File: src/rtl/mem_writer_if.sv
// Stream-in / memory-write-port bundle for mem_writer.
// The writer uses the slave modport; the producer and memory side use master.
interface mem_writer_if #(
    parameter int DATA_WIDTH = 8,
    parameter int ADDR_WIDTH = 4
);
    logic                  s_valid;
    logic [DATA_WIDTH-1:0] s_data;
    logic                  s_ready;
    logic                  mem_write_en;
    logic [ADDR_WIDTH-1:0] mem_write_address;
    logic [DATA_WIDTH-1:0] mem_data_in;

    modport master (
        output s_valid, s_data,
        input  s_ready, mem_write_en, mem_write_address, mem_data_in
    );

    modport slave (
        input  s_valid, s_data,
        output s_ready, mem_write_en, mem_write_address, mem_data_in
    );
endinterface

File: src/rtl/mem_writer.sv
// Streaming write master: takes 'length' stream words and writes them at base_addr.. (mod 2^AW).
// Latency: word accepted at edge N is written at edge N+1; done pulses the cycle after DONE.
// Backpressure: s_ready is high only in WRITE; optional MEM_WRITER_CHECKSUM_EN adds an XOR checksum.
module mem_writer #(
    parameter int DATA_WIDTH = 8,
    parameter int ADDR_WIDTH = 4
) (
    input  logic                  clk,
    input  logic                  rst,
    input  logic                  start,
    input  logic [ADDR_WIDTH-1:0] base_addr,
    input  logic [ADDR_WIDTH:0]   length,
    mem_writer_if.slave           bus,
    output logic                  busy,
    output logic                  done,
`ifdef MEM_WRITER_CHECKSUM_EN
    output logic [DATA_WIDTH-1:0] checksum,
`endif
    output logic [ADDR_WIDTH:0]   words_written
);

    typedef enum logic [1:0] {
        S_IDLE  = 2'd0,
        S_WRITE = 2'd1,
        S_DONE  = 2'd2
    } state_t;

    state_t                state;
    logic [ADDR_WIDTH-1:0] addr;
    logic [ADDR_WIDTH:0]   remaining;
    logic                  handshake;

    assign bus.s_ready = (state == S_WRITE);
    assign handshake   = bus.s_valid && (state == S_WRITE);

    always_ff @(posedge clk) begin
        if (rst) begin
            state                 <= S_IDLE;
            addr                  <= '0;
            remaining             <= '0;
            bus.mem_write_en      <= 1'b0;
            bus.mem_write_address <= '0;
            bus.mem_data_in       <= '0;
            busy                  <= 1'b0;
            done                  <= 1'b0;
            words_written         <= '0;
`ifdef MEM_WRITER_CHECKSUM_EN
            checksum              <= '0;
`endif
        end else begin
            done             <= 1'b0;
            bus.mem_write_en <= 1'b0;
            case (state)
                S_IDLE: begin
                    if (start) begin
                        words_written <= '0;
                        busy          <= 1'b1;
`ifdef MEM_WRITER_CHECKSUM_EN
                        checksum      <= '0;
`endif
                        if (length != '0) begin
                            addr      <= base_addr;
                            remaining <= length;
                            state     <= S_WRITE;
                        end else begin
                            state     <= S_DONE;
                        end
                    end
                end
                S_WRITE: begin
                    if (handshake) begin
                        bus.mem_write_en      <= 1'b1;
                        bus.mem_write_address <= addr;
                        bus.mem_data_in       <= bus.s_data;
                        addr                  <= addr + ADDR_WIDTH'(1);
                        remaining             <= remaining - (ADDR_WIDTH+1)'(1);
                        words_written         <= words_written + (ADDR_WIDTH+1)'(1);
`ifdef MEM_WRITER_CHECKSUM_EN
                        checksum              <= checksum ^ bus.s_data;
`endif
                        if (remaining == (ADDR_WIDTH+1)'(1)) begin
                            state <= S_DONE;
                        end
                    end
                end
                S_DONE: begin
                    // The last write is in flight this cycle, so done lands after it.
                    done  <= 1'b1;
                    busy  <= 1'b0;
                    state <= S_IDLE;
                end
                default: begin
                    state <= S_IDLE;
                    busy  <= 1'b0;
                end
            endcase
        end
    end

endmodule

File: src/flat_wrapper.sv
// flat-port wrapper written by rule: the top's interface ports become plain ports
module mem_writer_flat 
#(
    parameter int DATA_WIDTH = 8,
    parameter int ADDR_WIDTH = 4
)
  (clk, rst, start, base_addr, length, busy, done, words_written, bus_s_valid, bus_s_data, bus_s_ready, bus_mem_write_en, bus_mem_write_address, bus_mem_data_in);
  mem_writer_if #(.DATA_WIDTH(DATA_WIDTH), .ADDR_WIDTH(ADDR_WIDTH)) bus_i ();
  input  logic clk;
  input  logic rst;
  input  logic start;
  input  logic [ADDR_WIDTH-1:0] base_addr;
  input  logic [ADDR_WIDTH:0] length;
  output logic busy;
  output logic done;
  output logic [ADDR_WIDTH:0] words_written;
  input wire logic [$bits(bus_i.s_valid)-1:0] bus_s_valid;
  input wire logic [$bits(bus_i.s_data)-1:0] bus_s_data;
  output wire logic [$bits(bus_i.s_ready)-1:0] bus_s_ready;
  output wire logic [$bits(bus_i.mem_write_en)-1:0] bus_mem_write_en;
  output wire logic [$bits(bus_i.mem_write_address)-1:0] bus_mem_write_address;
  output wire logic [$bits(bus_i.mem_data_in)-1:0] bus_mem_data_in;
  assign bus_i.s_valid = bus_s_valid;
  assign bus_i.s_data = bus_s_data;
  assign bus_s_ready = bus_i.s_ready;
  assign bus_mem_write_en = bus_i.mem_write_en;
  assign bus_mem_write_address = bus_i.mem_write_address;
  assign bus_mem_data_in = bus_i.mem_data_in;
  mem_writer #(.DATA_WIDTH(DATA_WIDTH), .ADDR_WIDTH(ADDR_WIDTH)) u_core (.clk(clk), .rst(rst), .start(start), .base_addr(base_addr), .length(length), .bus(bus_i), .busy(busy), .done(done), .words_written(words_written));
endmodule
File: config.mk
export PLATFORM = sky130hd
export DESIGN_NAME = mem_writer_flat
export DESIGN_NICKNAME = d
export VERILOG_FILES = /design/src/rtl/mem_writer_if.sv /design/src/rtl/mem_writer.sv /design/src/flat_wrapper.sv
export SDC_FILE = /design/constraint.sdc
export NUM_CORES = 1
export LEC_CHECK = 0
export CORE_MARGIN = 8
export CORE_UTILIZATION = 54
export DETAILED_ROUTE_END_ITERATION = 10
export DONT_BUFFER_PORTS = 1
export PLACE_DENSITY = 0.75
export SYNTH_ARGS = -nofsm -noshare
export SYNTH_HDL_FRONTEND = slang
export SYNTH_SLANG_ARGS = --single-unit
export TNS_END_PERCENT = 1
File: constraint.sdc
create_clock -name clk -period 3.81 [get_ports clk]
set_clock_uncertainty 0.05 [all_clocks]
set_input_delay 0.762 -clock clk [delete_from_list [all_inputs] [get_ports clk]]
set_output_delay 0.762 -clock clk [all_outputs]
set_load 0.01 [all_outputs]
==> impl_results.md <==
- XOR/XNOR share of the synthesized area: 1.858%
- # hold bufs at CTS: 0
- Most common cell after layout, fill and taps aside: nand2_1
- HPWL Detailed: 2.410 mm
- Final Hold Vio Count: 0
- Initial core utilization: between 50% and 60%
- Max-Cap Viols: 0
- Most frequent cells in the layout: 34 x nand2_1, 31 x dfxtp_1, 23 x a21oi_1
- Synthesized area: 1414 µm²
- Top post-synthesis cells by area: dfxtp_1 44%, nand2_1 9.0%, a21oi_1 8.1%
- Maximum vdd drop: about 300 µV
- Min-Delay Path Class: flop to flop
- Main combinational cell family by area after synthesis: simple AND/OR/NAND/NOR gates
- Vias per inst: 6.089
- Global-route usage over all layers: approximately 15%
- Boundary Pins: 42
- Synth top area share: 43.89%
- CTS tree: built
- Run status: finished clean
- Wire per inst: 16.23 µm
- R2R cell count: 4
- Hold path cells: 2
- Die Y: 67.17 µm
- Bufs on Longest Clock Path: 2
- Filler cells: 239
- DRC viols: 0
- Worst slew margin: 60.83%
- First-pass GRT wire length: 5.402 mm
- Synth Area in Compound Gates: 18.14%
- Simple logic cell fraction of the synthesized area: 26.64%
- Final RePlAce weighted congestion: ~0.87
- Synth cell types: 37
- Adder-cell share of the synthesized area: 3.540%
- Die extent in x: 67.17 µm
- CTS Sinks: 31
- CP required: approximately 3000 ps
- Post-synthesis mux area share: 0.7080%
- Root Driver: clkbuf_4
- Crit-path cells: nand2b_1 -> clkinv_1
- Yosys reg bits: 31
- Critical Path End Type: output pin
- Post-route ant nets: 0
- CP Launch Type: flop
- Remaining Overflow, GRT: 0
- Ys Warns: 0
- Area of the multi-input gates: 719.4 µm²
- Seq/Total Area, Yosys: 43.89%
- Largest net degree at the start of global routing: 32
- Asr flop ratio synth: 0%
- Nets: 198
- H-tree depth: 2
- FP Rows: 18
- EDFF count, synth: 0
- Worst-Skew Late Latency: 330 ps
- Pwr dens: 441.9 nW/µm²
- Period utilization: 72.55%
- Final critical delay including setup and external delays: 2764 ps
- Fmax: 0.3618 GHz
- Crit path largest cell delay: 600 ps
- Critical Path AT: 1950 ps
- IO buf count: 0
- Synth Area per Inst: 8.033 µm²
- Critical path peak fanout: 17
- Routed vias: 1,236
- Share of cells above drive strength 1: 4.624%
- Vias in the first global route: 1,167
- Tightest Pin Transition: just under 600 ps
- Total setup buffers inserted after CTS: 0
- DRT Wirelength: 3.295 mm
- CORE AREA: 2477 µm²
- Initial antenna violation count: 0
- Pleak: 0.0005145 µW
- PostCTS Resize Cnt: 0
- Drt initial violations: 111
- RSZ-0062 raised after global routing: false
- # diodes: 0
- TNS Setup: 0 ps
- Final setup fails: 0
- Mapped Cells: 176
- Num CTS Buffers: 5
- Total power: between 600 and 700 µW
- CP max stage cell: dfxtp_1
- WS Path Type: flop to output pin
- Drt first pass iters: 4
- Worst-path clk slew: 90 ps
- Synth-to-Final Area Change: 3.009%
- Syn Nets: 201
- Die footprint: 4512 µm²
- Most used DFF post-synth: dfxtp_1
- Fin. max-slew vios: 0
- Storage element area: 620.6 µm²
- Yosys top cell by area: dfxtp_1
path summary, 6_finish.rpt:
check / startpoint / end / slack [ps]
max: u_core.state[1]$_SDFFE_PP0P_ / bus_s_ready / 1050
min: u_core.addr[3]$_SDFFE_PP0P_ / u_core.bus.mem_write_address[3]$_SDFFE_PP0P_ / 430
max reg2reg: u_core.state[1]$_SDFFE_PP0P_ / u_core.addr[3]$_SDFFE_PP0P_ / 1580
min reg2reg: u_core.addr[3]$_SDFFE_PP0P_ / u_core.bus.mem_write_address[3]$_SDFFE_PP0P_ / 430
power breakdown:
| part | internal (µW) | leakage [µW] | switching [µW] |
|---|---|---|---|
| registers | 343 | 0.000253 | 22.7 |
| logic | 34.1 | 0.000227 | 49.0 |
| clock network | 85.3 | 0.0000341 | 110 |
critical path, delay by kind of cell (launching register included):
kind / cells / cell delay, ps
and+or+nand+nor: 1 / 550
DFF: 1 / 600
buffers and inverters: 1 / 470
state kept, by name (all words and copies together), names as in the netlist:
register	flops
u_core.words_written	5
u_core.bus.mem_write_en	1
u_core.bus.mem_data_in	8
u_core.busy	1
u_core.addr	4
u_core.done	1
u_core.bus.mem_write_address	4
u_core.remaining	5
u_core.state	2
metal layers:
metal	GRT usage [%]	up-vias	part of all wire, %
li1	-	610	-
met1	17.06	559	40
met2	24.01	59	47
met3	7.285	8	12
met4	8.877	0	1.3
met5	0	-	0
area by class of cell:
type | instances | area share (%)
Clock buffer | 6 | 3.522
Clock inverter | 1 | 0.3436
Inverter | 4 | 1.031
Multi-Input combinational cell | 130 | 49.40
Sequential cell | 31 | 42.61
Tap cell | 30 | 2.577
Timing Repair Buffer | 1 | 0.5155
through the flow:
step,cell area [µm²],hold WS [ps],utilization (%),setup slack (ps),cells
2_1_floorplan,1414,396.0,-,2043,176
3_3_place_gp,1400,414.2,56.52,1511,196
5_1_grt,1456,417.6,58.79,911.0,203
4_1_cts,1456,423.1,58.79,1072,203
6_report,1456,427.2,58.79,1046,203
3_5_place_dp,1400,409.6,56.52,1441,196
Yosys cell counts, types with 3 or more instances:
library cell / count
nand3_1: 5
ha_1: 4
nor2_1: 15
a21oi_1: 23
nand2b_1: 4
o31ai_1: 3
nor3b_1: 3
nor3_1: 10
nand2_1: 34
xnor2_1: 3
nor4_1: 3
dfxtp_1: 31
clkbuf_1: 5
inv_1: 3
cell families (layout without fill, tap and decap cells):
family,Yosys count,count (layout)
xor gates and xnor gates,3,3
and+or+nand+nor,81,81
DFF,31,31
adders and majority gates,4,4
AOI/OAI and AO/OA,41,41
buffers and inverters,15,12
muxes,1,1
No activity file was read; power rests on OpenSTA's default activity.
